`config.mk`:
```
export PLATFORM = sky130hd
export DESIGN_NAME = fifo_rd_packer
export DESIGN_NICKNAME = d
export VERILOG_FILES = /design/src/rtl/fifo_rd_packer.sv
export SDC_FILE = /design/constraint.sdc
export NUM_CORES = 1
export LEC_CHECK = 0
export BUFFER_PORTS_ARGS = -buffer_cell sky130_fd_sc_hd__buf_4
export CORE_MARGIN = 2
export CORE_UTILIZATION = 50
export CTS_CLUSTER_DIAMETER = 60
export DETAILED_ROUTE_END_ITERATION = 8
export GPL_TIMING_DRIVEN = 1
export PLACE_DENSITY_LB_ADDON = 0.2
export SYNTH_ARGS = -nofsm -noshare
export SYNTH_HDL_FRONTEND = slang
export SYNTH_SLANG_ARGS = --single-unit
```
`constraint.sdc`:
```
create_clock -name r_clk -period 3.12 [get_ports r_clk]
set_input_delay 0.312 -clock r_clk [delete_from_list [all_inputs] [get_ports r_clk]]
set_output_delay 0.312 -clock r_clk [all_outputs]
set_load 0.01 [all_outputs]
```
`src/rtl/fifo_rd_packer.sv`:
```
// Purpose: reads SIZE-wide entries from a FIFO read port and packs LANES of them into one output word, lane 0 first.
// Latency: each entry lands one cycle after its rd_en; a completed word is registered on the edge that completes it.
// Backpressure: a full accumulator waits for a free output register, and rd_en stays low meanwhile; flush emits a partial word.
module fifo_rd_packer #(
  parameter int SIZE  = 8,
  parameter int LANES = 4,
  localparam int CW   = $clog2(LANES + 1)
) (
  input  logic                  r_clk,
  input  logic                  n_rst,
  input  logic                  e_flag,
  input  logic                  ae_flag,
  input  logic [SIZE-1:0]       fifo_data,
  output logic                  rd_en,
  input  logic                  flush,
  input  logic                  out_ready,
  output logic                  out_valid,
  output logic [SIZE*LANES-1:0] out_data,
  output logic [CW-1:0]         out_bytes
);

  // r_run holds rd_en off until the first edge after reset release.
  logic                  r_run;
  logic                  r_pend;
  logic                  r_flush_pend;
  logic [CW-1:0]         r_cnt;
  logic [SIZE*LANES-1:0] r_acc;
  logic                  r_out_valid;
  logic [SIZE*LANES-1:0] r_out_data;
  logic [CW-1:0]         r_out_bytes;

  logic [CW-1:0]         w_fill;
  logic                  w_complete;
  logic                  w_out_free;
  logic                  w_load_full;
  logic                  w_load_part;
  logic                  w_flush_clr;
  logic [SIZE*LANES-1:0] w_acc_next;

  // Lanes occupied once the in-flight entry (if any) has landed.
  assign w_fill      = r_cnt + {{(CW-1){1'b0}}, r_pend};
  assign w_complete  = (w_fill == CW'(LANES));
  assign w_out_free  = !r_out_valid || out_ready;
  assign w_load_full = w_complete && w_out_free;
  // A partial word goes out only once no read is in flight, so no entry is split off.
  assign w_load_part = r_flush_pend && !r_pend && (r_cnt != '0) && !w_complete && w_out_free;
  assign w_flush_clr = r_flush_pend && !r_pend && (r_cnt == '0);

  // Read strobe: FIFO not empty, at most one read in flight when almost empty,
  // room for the entry, and no flush outstanding.
  assign rd_en = r_run && !e_flag && (!ae_flag || !r_pend) &&
                 (w_fill < CW'(LANES)) && !r_flush_pend && !flush;

  // Accumulator view including the entry landing this cycle.
  always_comb begin
    w_acc_next = r_acc;
    for (int i = 0; i < LANES; i++) begin
      if (r_pend && (r_cnt == CW'(i))) begin
        w_acc_next[i*SIZE +: SIZE] = fifo_data;
      end
    end
  end

  // Read tracking, lane accumulation and flush bookkeeping.
  always_ff @(posedge r_clk or negedge n_rst) begin
    if (!n_rst) begin
      r_run        <= 1'b0;
      r_pend       <= 1'b0;
      r_flush_pend <= 1'b0;
      r_cnt        <= '0;
      r_acc        <= '0;
    end else begin
      r_run  <= 1'b1;
      r_pend <= rd_en;
      // Clearing the accumulator on every emit keeps unused upper lanes at zero.
      if (w_load_full || w_load_part) begin
        r_cnt <= '0;
        r_acc <= '0;
      end else begin
        r_cnt <= w_fill;
        r_acc <= w_acc_next;
      end
      if (flush) begin
        r_flush_pend <= 1'b1;
      end else if (w_load_part || w_flush_clr) begin
        r_flush_pend <= 1'b0;
      end
    end
  end

  // Output register: loads a full or partial word when free, holds while stalled.
  always_ff @(posedge r_clk or negedge n_rst) begin
    if (!n_rst) begin
      r_out_valid <= 1'b0;
      r_out_data  <= '0;
      r_out_bytes <= '0;
    end else if (w_load_full) begin
      r_out_valid <= 1'b1;
      r_out_data  <= w_acc_next;
      r_out_bytes <= CW'(LANES);
    end else if (w_load_part) begin
      r_out_valid <= 1'b1;
      r_out_data  <= r_acc;
      r_out_bytes <= r_cnt;
    end else if (out_ready) begin
      r_out_valid <= 1'b0;
    end
  end

  assign out_valid = r_out_valid;
  assign out_data  = r_out_data;
  assign out_bytes = r_out_bytes;

endmodule

```
======== After elaboration in Yosys (flattened, before gate mapping) ========
Cells that the tools add are included.
word-level totals
  register bits ........................... 74
  input bits .............................. 14
  output and inout port bits .............. 37
  word-level logic and storage cells ...... 60
operators by class
  add/sub/neg operators ................... 1
  magnitude comparators ................... 1
  equality and inequality tests ........... 4
  multiplexer cells ....................... 15
  reduce and logical (&&, ||, !) cells .... 31
operator list
  operator                                             number
  2-to-1 mux 32 bit                                    3
  2-to-1 mux 8 bit                                     4
  logical AND 1 bit                                    15
  2-to-1 mux 3 bit                                     3
  logical NOT 1 bit                                    7
  equality test 3 x 2 -> 1 bit, second input constant  2
  nonzero test 3 bit                                   2
  2-to-1 mux 1 bit                                     5
  logical OR 1 bit                                     4
  nonzero test 2 bit                                   2
  adder 3 x 1 -> 3 bit                                 1
  equality test 3 x 1 -> 1 bit, second input constant  1
  equality test 3 bit, second input constant           1
  logical NOT 3 bit                                    1
  less-than comparator 3 bit, second input constant    1

======== Depth between registers and ports, before layout ========
Gate-level depths: netlist (run 1).
  depth in word-level cells ............... 8
  mapped depth ............................ 8
  depth with buffers taken out ............ 6

======== Worst setup path before layout (run 1) ========
Ideal clock, no wire load.
  path type ............................... flip-flop to flip-flop
  start point ............................. register r_pend
  end point ............................... register r_out_data[10] (netlist: out_data[10])
  library setup time ...................... 0.080 ns
  arrival ................................. 1.950 ns
  data required time ...................... 3.040 ns
  setup slack ............................. 1.090 ns
  cell stages (with the launch flop) ...... 9
  path buffers ............................ 2
  period minus slack after synthesis ...... 2.030 ns
  cells stage by stage .................... dfrtp_1 -> ha_1 -> ha_1 -> xnor2_1 -> nor3_1 -> nand2b_1 -> clkbuf_1 -> buf_2 -> mux2i_1
on the way
  longest elaborated chain between the ends .. 6
  elaborated cells on any way between the ends .. 13
  those cells by class .................... 1 x add/sub; 1 x eq/ne; 2 x mux; 9 x reduce/logical
ends and longest elaborated chain
  element                                                    line    RTL
  start: declaration                                         24      logic r_pend;
  start signal: assignment                                   74      r_pend <= rd_en;
  adder 3 x 1 -> 3 bit or logical NOT 1 bit (tied branches)  41, 46
  equality test 3 bit or logical AND 1 bit (tied branches)   42, 46
  logical NOT 1 bit or logical AND 1 bit (tied branches)     46      assign w_load_part = r_flush_pend && !r_pend && (r_cnt != '0) && !w_complete && w_out_free;
  logical AND 1 bit (2 in series)                            46
  nonzero test 2 bit (no source line)                        --
  end signal: assignment                                     99      r_out_data <= w_acc_next;
  end signal: assignment                                     103     r_out_data <= r_acc;
  end: declaration                                           29      logic [SIZE*LANES-1:0] r_out_data;
Parallel ways exist; a longest one is shown, timed or not.
A chain may end at the register's enable or synchronous reset.

======== Worst setup path in the final report (run 1) ========
  start point ............................. register r_pend
  end point ............................... register r_out_data[15] (netlist: out_data[15])
Same word-level chain as after synthesis.

==> flow_metrics.tcl, run 1 <==
set metrics [dict create \
    slew_violations 0 \
    fin_crit_sh_pct 76.8 \
    vias 2085 \
    grt_max_degree 75 \
    die_area_um2 7360 \
    final.setup.tns_ps 0 \
    status "complete, but fails checks" \
    htreeDepth 3 \
    wl_per_cell_um 17.0 \
    num_rows 29 \
    grt_pass1_vias 2086 \
    finClkSkew_ps 6.24 \
    seq_area_frac_synth_pct 55.3 \
    post-route-min-period_ps 2400 \
    cp_common_cell "ha_1" \
    synthToLayoutAreaGrowth_pct 18.5 \
    worstPathMaxFanout 19 \
    ys.flop_type "dfrtp_1" \
    antenna_found_initial 0 \
    hold_buffers 0 \
    async_reset_ff_share_pct 100 \
    synth.net_count 267 \
    path_clk_slew_ps 70 \
    netlist_top_cells_area "dfrtp_1 55%, mux2i_1 29%, nor2_1 2.8%, nor2_4 2.7%, buf_6 1.3%" \
    synthCells 251 \
    violations "DRC" \
    wl_um 6550 \
    max-vdd-ir-drop_v 0.000406 \
    crit_arrival_ps 2670 \
    crit_required_ps 3390 \
    pre_cts_slack_ps 766 \
    drive_above_1_share_pct 28.0 \
    syn_area_um2 3350 \
    cts_tree "done" \
    worstSetupStartpointType "flop" \
    finalNetCount 318 \
    clock.fmax_mhz 417 \
    start_util_pct 52.1 \
    cts_buffers 9 \
    ys_seq_elements 74 \
    p_leak_uw 0.00209 \
    synth_edf_count 0 \
    final_cell_mix "96 x mux2i_1, 74 x dfrtp_1, 55 x buf_4" \
    io_buffer_count 50 \
    yosysTopAreaCell "dfrtp_1" \
    slowest_delay_ps 470 \
    grt_usage_pct 19.6 \
    core_region_area_um2 6420 \
    cts-root-buf "clkbuf_8" \
    clock-sinks 74 \
    drtPass1Iterations 7 \
    die_w_um 85.8 \
    power_density_nw_per_um2 729 \
    die_height_um 85.8 \
    final_common_cell "mux2i_1" \
    cp_top_family "simple AND/OR/NAND/NOR gates" \
    critPathKind "flop to flop" \
    syn_area_per_cell_um2 13.3 \
    drt_iter0_drc 116 \
    clk-insertion-delay-late_ps 350 \
    fill_cells 534 \
    setup.worst_path.end_class "flop" \
    n_antenna_cell 0 \
    cp.buffers_inverters 1 \
    final-setup-viol-count 0 \
    postCtsSetupRepairBufs 0 \
    gp_congestion 0.775 \
    io_pins 51 \
    drc_errors 3 \
    crit_chain "ha_1 -> ha_1 -> xnor2_1 -> nor3_1 -> nand2b_2 -> buf_12 -> mux2i_1" \
    viasPerCell 5.43 \
    hpwlAfterDp_um 4280 \
    ys_warn_count 0 \
    globalRouteOverflowTotal 0 \
    grt_pass1_wl_um 10800 \
    maxCapViolCount 0 \
    hp-class "input port to asynchronous set/reset pin" \
    rsz0062_at_grt "no" \
    yosysUniqueCellTypes 30 \
    cp_slowest_cell "dfrtp_1" \
    hold_viol_final 0 \
    relSlewSlack_pct 38.8 \
    clockBufferDepth 2 \
    setup_slack_ps 722 \
    ctsResizeCount 0 \
    postRouteAntennaNets 0 \
    synth_top_area_share_pct 55.3 \
    tightest_slew_ps 918 \
]
-- stage by stage --
stage | util, % | power [uW] | instance area, um^2 | instances | hold WS [ps]
CTS | 61.8 | 2920 | 3970 | 384 | 133
global route | 61.8 | 3050 | 3970 | 384 | 157
floorplan | - | 1940 | 3350 | 251 | 16.4
finish | 61.8 | 2890 | 3970 | 384 | 81.3
detailed placement | 58.9 | 2230 | 3780 | 368 | 493
global placement | 58.9 | 2210 | 3780 | 368 | 491
-- cells in the mapped netlist, drive strengths merged (2+ instances only) --
| library cell | count |
|---|---|
| clkbuf | 3 |
| a21oi | 2 |
| nand2 | 4 |
| nor2 | 35 |
| or3 | 2 |
| a32o | 2 |
| buf | 13 |
| nor2b | 3 |
| ha | 2 |
| dfrtp | 74 |
| nor4b | 2 |
| mux2i | 96 |
| nor4bb | 2 |
-- power breakdown --
group,switching [uW],internal (uW)
clock network,336,352
logic,484,418
registers,135,1170
-- final cells by class --
type / count / area [um^2] / area share, %
multi-input cells: 161 / 1400 / 35.4
flip-flops and latches: 74 / 1850 / 46.7
repair buffers: 56 / 433 / 10.9
clock inverters: 2 / 10.0 / 0.252
clock buffers: 14 / 173 / 4.35
well taps: 77 / 96.3 / 2.43
-- path summary, 6_finish.rpt --
check	from	to	slack [ps]	cells after the start
max	r_pend	out_data[15]	720	7
min	n_rst	out_valid	80	1
max reg2reg	r_pend	out_data[15]	720	7
min reg2reg	out_bytes[0]	out_bytes[0]	500	1
max in group asynchronous	n_rst	r_acc[0]	2430	1
min in group r_clk	ae_flag	r_pend	150	2
-- cell families (layout without fill, tap and decap cells) --
kind of cell / after synthesis / in the layout / synth area share [%]
multiplexers: 96 / 96 / 28.7
flip-flops: 74 / 74 / 55.3
AND/OR/NAND/NOR: 55 / 55 / 10.1
buffers and inverters: 16 / 72 / 3.40
AO/OA/AOI/OAI: 6 / 6 / 1.35
adder cells (fa/ha/maj): 2 / 2 / 0.748
other: 1 / 1 / 0.112
XOR/XNOR: 1 / 1 / 0.262
-- layer usage --
layer  routed length (um)  global-route usage [%]  vias to the layer above
li1                     -                       -                      984
met1                 3030                    26.8                     1040
met2                 3020                    29.3                       47
met3                  330                    4.04                       14
met4                  162                    10.7                        0
met5                    0                       0                        -
-- state kept, by name (all words and copies together) (netlist names) --
| name | count |
|---|---|
| out_bytes | 3 |
| out_data | 32 |
| out_valid | 1 |
| r_acc | 32 |
| r_cnt | 3 |
| r_flush_pend | 1 |
| r_pend | 1 |
| r_run | 1 |
No activity file was read; power rests on OpenSTA's default activity.
==> run 2: changes to the inputs <==
clock period = 2.4 ns   (was 3.12 ns; I/O delays follow)
==> run 2 against run 1 <==
Effect of this change:
- the run still ends with DRC left
- worst hold slack got worse by 70 ps
- die area did not move
- cell count rose by 0.78%
- clock power rose by 53%
- sequential cell count did not move
- clock skew rose by 2.4 ps
- critical endpoint is now rd_en
==> flow_metrics.tcl, run 2 (synthesis results as in run 1) <==
set metrics [dict create \
    status "complete, but fails checks" \
    violations "DRC" \
    hold_buffers 0 \
    core_region_area_um2 6420 \
    io_buffer_count 50 \
    clock.fmax_mhz 454 \
    viasPerCell 5.37 \
    worstSetupStartpointType "flop" \
    tightest_slew_ps 916 \
    cp_common_cell "ha_1" \
    die_w_um 85.8 \
    r2r_cells 6 \
    hp-class "input port to asynchronous set/reset pin" \
    fin_total_pwr_uw 3960 \
    wl_um 6830 \
    wl_per_cell_um 17.6 \
    grt_max_degree 75 \
    drt_iter0_drc 109 \
    instances_no_fill 387 \
    clock-sinks 74 \
    worstPathMaxFanout 7 \
    crit_chain "ha_1 -> ha_1 -> xnor2_2 -> nand2_1 -> a21oi_1 -> buf_4" \
    grt_pass1_wl_um 11200 \
    crit_required_ps 2160 \
    place_area_um2 3820 \
    dpl.cell_count 371 \
    synthToLayoutAreaGrowth_pct 20.8 \
    post-route-min-period_ps 2200 \
    die_height_um 85.8 \
    vias 2080 \
    clk-insertion-delay-late_ps 350 \
    rrSetupSlack_ps 210 \
    maxCapViolCount 0 \
    cp_top_family "flip-flops" \
    drtPass1Iterations 9 \
    finalNetCount 321 \
    drive_above_1_share_pct 29.7 \
    hold_viol_final 0 \
    final-setup-viol-count 0 \
    worst-path-stages 6 \
    io_pins 51 \
    cts-root-buf "clkbuf_8" \
    clockBufferDepth 2 \
    postRouteAntennaNets 0 \
    drc_errors 3 \
    power_density_nw_per_um2 979 \
    postCtsSetupRepairBufs 0 \
    finalInstanceArea_um2 4040 \
    num_rows 29 \
    p_leak_uw 0.00213 \
    fin_crit_sh_pct 91.8 \
    htreeDepth 3 \
    grt_pass1_vias 2154 \
    relSlewSlack_pct 38.9 \
    critPathKind "flop to output port" \
    rsz0062_at_grt "no" \
    start_util_pct 52.1 \
    cp.buffers_inverters 1 \
    r2r_end "r_acc[17]" \
    die_area_um2 7360 \
    ctsResizeCount 0 \
    final_cell_mix "96 x mux2i_1, 74 x dfrtp_1, 57 x buf_4" \
    final_common_cell "mux2i_1" \
    final.setup.tns_ps 0 \
    cp_slowest_cell "dfrtp_1" \
    hpwlAfterDp_um 4360 \
    n_antenna_cell 0 \
    r2r_start "r_cnt[0]" \
    max-vdd-ir-drop_v 0.000481 \
    setup.worst_path.end_class "output port" \
    antenna_found_initial 0 \
    cts_tree "done" \
    grt_usage_pct 20.4 \
    gp_congestion 0.792 \
    slowest_delay_ps 480 \
    crit_arrival_ps 1960 \
    slew_violations 0 \
    path_clk_slew_ps 80 \
    cts_buffers 9 \
    globalRouteOverflowTotal 0 \
    finClkSkew_ps 8.67 \
]
run 2: changes by cell type in the layout (fill, tap and decap cells not counted), moves of 2 or more:
cell | previous run | this run
buf_4 | 55 | 57
bufinv_16 | 0 | 2
clkbuf_1 | 2 | 0
clkinv_2 | 2 | 4
clkbuf_8 | 12 | 10
run 2: worst max-delay path by stage:
stage | endpoint | start | slack (ps)
final | rd_en | r_cnt[0] | 200
after global routing | rd_en | r_cnt[0] | 80
after CTS | rd_en | r_cnt[0] | 110
after detailed placement | r_acc[26] | r_cnt[0] | 280
after global placement | r_acc[31] | r_cnt[0] | 310
after floorplan | out_data[10] | r_pend | 370
run 2: per-stage QoR:
stage	util (%)	setup WS, ps	hold WS, ps
floorplan	-	370	-55.6
global placement	59.5	313	430
detailed placement	59.5	285	434
CTS	62.8	109	55.4
global route	63.0	77.8	78.3
finish	63.0	196	11.3
run 2: report_power, final:
part | leakage (uW) | switching, uW | internal, uW
combinational | 0.000998 | 645 | 568
sequential | 0.00101 | 176 | 1520
clock | 0.000116 | 446 | 606
total | 0.00213 | 1270 | 2690
run 2: final cells by class:
type	instances	area, um^2
clock inverters	6	80.1
well taps	77	96.3
clock buffers	10	138
fillers	540	2380
flip-flops and latches	74	1850
repair buffers	59	468
multi-input cells	161	1410
run 2: per-layer routing:
layer	routed length, um	track usage, %	vias up
li1	-	-	988
met1	3040	27.8	1042
met2	3420	32.1	41
met3	288	5.49	9
met4	87	6.06	0
met5	0	0	-
